==> src/rtl/key_search_pkg.sv <==
// Shared types and default parameters for the key search controller.
// The optional KEY_SEARCH_PROGRESS_EN build adds a tried_count output to key_search_ctrl.
package key_search_pkg;

  localparam int KEY_W_DEF         = 24;
  localparam int STRIDE_DEF        = 1;
  localparam int SETTLE_CYCLES_DEF = 2;
  localparam int SETTLE_CNT_W      = 4;

  typedef enum logic [2:0] {
    ST_IDLE      = 3'd0,
    ST_LOAD      = 3'd1,
    ST_SETTLE    = 3'd2,
    ST_RUN       = 3'd3,
    ST_FOUND     = 3'd4,
    ST_EXHAUSTED = 3'd5
  } state_t;

endpackage

==> src/rtl/key_search_settle_cnt.sv <==
// Loadable down-counter that times how long the engine stays in reset for each key.
// done is high whenever the count has reached zero.
module key_search_settle_cnt
  import key_search_pkg::*;
#(
  parameter int W = SETTLE_CNT_W
) (
  input  logic         clk,
  input  logic         reset,
  input  logic         load,
  input  logic [W-1:0] load_val,
  input  logic         dec,
  output logic [W-1:0] count,
  output logic         done
);

  always_ff @(posedge clk or posedge reset) begin
    if (reset) begin
      count <= '0;
    end else if (load) begin
      count <= load_val;
    end else if (dec && (count != '0)) begin
      count <= count - 1'b1;
    end
  end

  assign done = (count == '0);

endmodule

==> src/rtl/key_search_ctrl.sv <==
// Brute-force key search sequencer: steps keys through an external engine, one reset/start per key.
// Define KEY_SEARCH_PROGRESS_EN to add the tried_count output.
module key_search_ctrl
  import key_search_pkg::*;
#(
  parameter int KEY_W         = KEY_W_DEF,
  parameter int STRIDE        = STRIDE_DEF,
  parameter int SETTLE_CYCLES = SETTLE_CYCLES_DEF
) (
  input  logic             clk,
  input  logic             reset,
  input  logic             start,
  input  logic [KEY_W-1:0] key_lo,
  input  logic [KEY_W-1:0] key_hi,
  input  logic             abort,
  input  logic             eng_done,
  input  logic             eng_fail,
  output logic             eng_reset,
  output logic             eng_start,
  output logic [KEY_W-1:0] key,
  output logic             busy,
  output logic             found,
  output logic             exhausted,
  output logic [KEY_W-1:0] found_key,
  output logic [2:0]       state_dbg
`ifdef KEY_SEARCH_PROGRESS_EN
  ,
  output logic [KEY_W:0]   tried_count
`endif
);

  // Handshake: start is a one-cycle request honoured only outside LOAD/SETTLE/RUN;
  // eng_done/eng_fail are sampled only in RUN, and eng_start is held high for the whole RUN stay.

  state_t                  state, state_n;
  logic [KEY_W-1:0]        key_n, found_key_n;
  logic [KEY_W-1:0]        key_hi_q, key_hi_n;
  logic [KEY_W:0]          next_key;
  logic                    cnt_load, cnt_dec, cnt_done;
  logic [SETTLE_CNT_W-1:0] cnt_val;
  logic                    start_ok, run_exit;

  // Extra bit catches a wrap past the top of the key space.
  assign next_key  = {1'b0, key} + (KEY_W+1)'(STRIDE);
  assign state_dbg = state;

  // Counter enters SETTLE at SETTLE_CYCLES-1, so done rises on the last settle cycle.
  key_search_settle_cnt #(.W(SETTLE_CNT_W)) u_settle_cnt (
    .clk      (clk),
    .reset    (reset),
    .load     (cnt_load),
    .load_val (SETTLE_CNT_W'(SETTLE_CYCLES - 1)),
    .dec      (cnt_dec),
    .count    (cnt_val),
    .done     (cnt_done)
  );

  always_comb begin
    state_n     = state;
    key_n       = key;
    found_key_n = found_key;
    key_hi_n    = key_hi_q;
    cnt_load    = 1'b0;
    cnt_dec     = 1'b0;
    start_ok    = 1'b0;
    run_exit    = 1'b0;
    case (state)
      ST_IDLE, ST_FOUND, ST_EXHAUSTED: begin
        if (start) begin
          start_ok    = 1'b1;
          found_key_n = '0;
          if (key_lo > key_hi) begin
            state_n = ST_EXHAUSTED;
          end else begin
            key_n    = key_lo;
            key_hi_n = key_hi;
            state_n  = ST_LOAD;
          end
        end
      end
      ST_LOAD: begin
        if (abort) begin
          state_n = ST_IDLE;
        end else begin
          cnt_load = 1'b1;
          state_n  = ST_SETTLE;
        end
      end
      ST_SETTLE: begin
        if (abort) begin
          state_n = ST_IDLE;
        end else if (cnt_done) begin
          state_n = ST_RUN;
        end else begin
          cnt_dec = 1'b1;
        end
      end
      ST_RUN: begin
        if (abort) begin
          state_n = ST_IDLE;
        end else if (eng_done) begin
          run_exit    = 1'b1;
          found_key_n = key;
          state_n     = ST_FOUND;
        end else if (eng_fail) begin
          run_exit = 1'b1;
          if (next_key[KEY_W] || (next_key[KEY_W-1:0] > key_hi_q)) begin
            state_n = ST_EXHAUSTED;
          end else begin
            key_n   = next_key[KEY_W-1:0];
            state_n = ST_LOAD;
          end
        end
      end
      default: state_n = ST_IDLE;
    endcase
  end

  // Outputs are decoded from the next state so they line up with the state register.
  always_ff @(posedge clk or posedge reset) begin
    if (reset) begin
      state     <= ST_IDLE;
      key       <= '0;
      found_key <= '0;
      key_hi_q  <= '0;
      eng_reset <= 1'b1;
      eng_start <= 1'b0;
      busy      <= 1'b0;
      found     <= 1'b0;
      exhausted <= 1'b0;
    end else begin
      state     <= state_n;
      key       <= key_n;
      found_key <= found_key_n;
      key_hi_q  <= key_hi_n;
      eng_reset <= (state_n != ST_RUN);
      eng_start <= (state_n == ST_RUN);
      busy      <= (state_n == ST_LOAD) || (state_n == ST_SETTLE) || (state_n == ST_RUN);
      found     <= (state_n == ST_FOUND);
      exhausted <= (state_n == ST_EXHAUSTED);
    end
  end

`ifdef KEY_SEARCH_PROGRESS_EN
  always_ff @(posedge clk or posedge reset) begin
    if (reset) begin
      tried_count <= '0;
    end else if (start_ok) begin
      tried_count <= '0;
    end else if (run_exit) begin
      tried_count <= tried_count + 1'b1;
    end
  end
`endif

endmodule

==> config.mk <==
export PLATFORM = sky130hd
export DESIGN_NAME = key_search_ctrl
export DESIGN_NICKNAME = d
export VERILOG_FILES = /design/src/rtl/key_search_pkg.sv /design/src/rtl/key_search_settle_cnt.sv /design/src/rtl/key_search_ctrl.sv
export SDC_FILE = /design/constraint.sdc
export NUM_CORES = 1
export LEC_CHECK = 0
export BUFFER_PORTS_ARGS = -buffer_cell sky130_fd_sc_hd__buf_2
export CAP_MARGIN = 20
export CORE_AREA = 2 2 106 98
export CTS_CLUSTER_SIZE = 28
export DETAILED_ROUTE_END_ITERATION = 7
export DIE_AREA = 0 0 108 100
export PLACE_DENSITY = 0.79
export SYNTH_ARGS = -nofsm -noshare
export SYNTH_HDL_FRONTEND = slang
export SYNTH_SLANG_ARGS = --single-unit
==> constraint.sdc <==
create_clock -name clk -period 5.2 [get_ports clk]
set_clock_uncertainty 0.1 [all_clocks]
set_input_delay 1.56 -clock clk [delete_from_list [all_inputs] [get_ports clk]]
set_output_delay 1.56 -clock clk [all_outputs]
set_load 0.05 [all_outputs]
==> impl_metrics.env <==
export IMPL_fin_util_pct=62.2
export IMPL_slew_headroom_pct=47.4
export IMPL_drt_initial_drc_count=395
export IMPL_cp_end_kind="register"
export IMPL_hold_violations=0
export IMPL_p_sw_share_pct=51.8
export IMPL_p_comb_share_pct=55.4
export IMPL_synth_enable_flop_cells=0
export IMPL_fp_dieH_um=100
export IMPL_post_route_period_util_pct=92.2
export IMPL_dp_cells=813
export IMPL_multi_input_comb_area_um2=2790
export IMPL_dr_pass1_iters=7
export IMPL_internal_power_mw=1.81
export IMPL_use_met1_pct=37.0
export IMPL_clock_sinks=84
export IMPL_max_clock_path_buffers=2
export IMPL_io_buffer_count=109
export IMPL_start_kind="register"
export IMPL_p_switching_mw=1.94
export IMPL_gr_usage_met3_pct=5.91
export IMPL_synth_xor_area_share_pct=4.17
export IMPL_async_reset_ff_share_pct=100
export IMPL_grt_pass1_vias=4709
export IMPL_grt_use_met2_pct=44.9
export IMPL_fin_cells=830
export IMPL_h_tree_depth=3
export IMPL_crit_top_cell="ha_1"
export IMPL_cts_tree="done"
export IMPL_initial_utilization_pct=53.2
export IMPL_critPathBufInv=0
export IMPL_p_total_mw=3.75
export IMPL_dp_hpwl_um=10700
export IMPL_design_area_um2=6130
export IMPL_grt_pass1_wl_um=23300
export IMPL_rows=35
export IMPL_timing_hold_ws_ns=0.378
export IMPL_seqPwrFrac_pct=31.3
export IMPL_ir_drop_mv=0.324
export IMPL_avgViaCountPerCell=5.69
export IMPL_synth_cell_types=61
export IMPL_core_area_um2=9850
export IMPL_grt_max_degree=49
export IMPL_grt_most_used_layer="met2"
export IMPL_cts_setup_buffers=0
export IMPL_min_path_type="reg -> reg"
export IMPL_routabilityCongestion=0.839
export IMPL_drt_total_wl_um=14000
export IMPL_critPathLaunch="key[0]$_DFFE_PP0P_"
export IMPL_crit_family="simple AND/OR/NAND/NOR gates"
export IMPL_path_max_fanout=18
export IMPL_synth_ff_type="dfrtp_1"
export IMPL_syn_area_per_cell_um2=8.83
export IMPL_wire_per_inst_um=16.9
export IMPL_dieArea_um2=10800
export IMPL_synth_seq_cells=84
export IMPL_fill_cells=874
export IMPL_hp_start="found_key[2]$_DFFE_PP0P_"
export IMPL_clock_latency_ns=0.37
export IMPL_synth_top_area_share_pct=39.6
export IMPL_worst_slew_pin_slew_ns=0.769
export IMPL_drv_cap=0
export IMPL_gr_total_overflow=0
export IMPL_layout_nets=800
export IMPL_clkPwrFrac_pct=13.3
export IMPL_ant_nets=0
export IMPL_cts_root_buffer="clkbuf_8"
export IMPL_crit_type="reg -> reg"
export IMPL_arrival_ns=4.90
export IMPL_layout_drive_gt1_share_pct=22.0
export IMPL_slew_violations=0
export IMPL_max_stage_delay_ns=0.89
export IMPL_n_antenna_cell=0
export IMPL_synthMuxAreaShare_pct=4.17
export IMPL_path_cells="ha_1, and3_1, nand3_1, or3_1, xnor2_1, ha_1, nand4_1, nor4_2, nand2_1, o31a_1, or4_1, a22oi_1, o22ai_1"
export IMPL_cts_made_buffers=9
export IMPL_cts_resized_gates=0
export IMPL_setup_viol=0
export IMPL_synth_simple_area_share_pct=17.6
export IMPL_antenna_found_initial=0
export IMPL_die_x_um=108
export IMPL_synthTopCellsByArea="dfrtp_1 40%, ha_1 12%, nand2_1 6.7%"
export IMPL_yosysWarnings=0
export IMPL_pin_count=110
export IMPL_pre_cts_slack_ns=0.553
export IMPL_routed_via_count=4722
export IMPL_drc_errors=0
export IMPL_min_period_ns=4.80
export IMPL_clk_pin_slew_ns=0.09
export IMPL_syn_area_um2=5250
export IMPL_synth_fp_nets=698
export IMPL_synth_compound_area_share_pct=15.1
export IMPL_crit_slowest_cell="or4_1"
export IMPL_crit_reg2reg_launch="key[0]$_DFFE_PP0P_"
export IMPL_yosys_area_share_adder_pct=11.9
export IMPL_p_leak_nw=3.05
export IMPL_postCtsHoldBufs=0
export IMPL_fin_ws_ns=0.403
export IMPL_p_per_area_nw_per_um2=612
export IMPL_rsz0062_at_grt="false"
export IMPL_ys_seq_area_share_pct=40.1
export IMPL_track_usage_pct=27.5
export IMPL_fmax_ghz=0.208
export IMPL_cp_required_ns=5.30
export IMPL_placed_area_um2=5890
export IMPL_synthToLayoutAreaGrowth_pct=16.8
export IMPL_tns_ns=0
export IMPL_outcome="complete, no violations"
export IMPL_ff_latch_area_um2=2100
export IMPL_syn_inst=594
export IMPL_yosysTopAreaCell="dfrtp_1"
export IMPL_synth_top_family_by_area="simple AND/OR/NAND/NOR gates"
layer usage:
layer  vias up  share of wire, %
met3        26               5.9
met4         0               2.3
met1      2268                44
li1       2254                 -
met5         -                 0
met2       174                48
logic make-up (layout without fill, tap and decap cells):
| kind of cell | Yosys count | count (layout) |
|---|---|---|
| flops | 84 | 84 |
| fa+ha+maj | 50 | 50 |
| xor+xnor | 25 | 25 |
| compound gates | 129 | 129 |
| simple gates | 199 | 199 |
| buf+inv | 87 | 194 |
| mux | 20 | 20 |
cells in the mapped netlist, types with 11 or more instances:
| cell | instances |
|---|---|
| o21ai_0 | 54 |
| dfrtp_1 | 83 |
| mux2i_1 | 11 |
| ha_1 | 50 |
| xnor2_1 | 18 |
| nand3_1 | 26 |
| inv_1 | 62 |
| a21oi_1 | 27 |
| nand2_1 | 94 |
| nor2_1 | 30 |
| nand4_1 | 16 |
| clkbuf_1 | 12 |
worst reg2reg max path, stage by stage (launching register included):
cell	delay, ns
dfrtp_1	0.61
ha_1	0.40
and3_1	0.20
nand3_1	0.27
or3_1	0.47
xnor2_1	0.15
ha_1	0.32
nand4_1	0.18
nor4_2	0.35
nand2_1	0.11
o31a_1	0.14
or4_1	0.89
a22oi_1	0.35
o22ai_1	0.11
power by group through the flow:
stage / sequential (mW) / combinational (mW) / clock, mW
3_5_place_dp: 1.18 / 2.05 / 0
4_1_cts: 1.17 / 2.06 / 0.505
3_3_place_gp: 1.17 / 1.99 / 0
2_1_floorplan: 1.69 / 1.02 / 0
5_1_grt: 1.21 / 2.28 / 0.533
6_report: 1.17 / 2.08 / 0.498
cell usage in the layout, fill, tap and decap left out, drive strengths merged, types with 2 or more instances in the layout:
cell type,Yosys,layout
o211ai,4,4
a21o,3,3
nand4,16,16
mux2,9,9
nor3,7,7
nor2,30,30
or3,5,5
buf,12,116
a31oi,2,2
ha,50,50
o31a,2,2
dfrtp,83,83
o31ai,9,9
or2,2,2
nor2b,3,3
nor4,4,4
a21oi,28,28
a21boi,3,3
inv,62,64
xnor2,18,18
nand3,27,27
a22oi,3,3
clkinv,0,3
o22ai,5,5
xor2,7,7
o21ai,57,57
nand2,94,94
or4,2,2
mux2i,11,11
and3,4,4
clkbuf,13,10
cell type report:
class	count	area share (%)
flip-flops and latches	84	34.3
repair buffers	116	10.3
clock inverters	6	1.14
well taps	129	2.63
clock buffers	10	2.25
multi-input cells	423	45.5
inverters	62	3.82
registers in the layout, summed over array words and instances, names as in the netlist:
signal,count
busy,1
eng_reset,1
eng_start,1
exhausted,1
found,1
found_key,24
key,24
key_hi_q,24
state_dbg,3
u_settle_cnt.count,4
worst paths after layout:
check | end | slack (ns) | depth (start not counted)
setup / recovery | key[17]$_DFFE_PP0P_ | 0.40 | 13
hold / removal | found_key[2]$_DFFE_PP0P_ | 0.38 | 2
setup reg to reg | key[17]$_DFFE_PP0P_ | 0.40 | 13
hold reg to reg | found_key[2]$_DFFE_PP0P_ | 0.38 | 2
max in group asynchronous | key[1]$_DFFE_PP0P_ | 3.00 | 4
min in group asynchronous | found_key[17]$_DFFE_PP0P_ | 1.07 | 2
No activity file was read; power rests on OpenSTA's default activity.
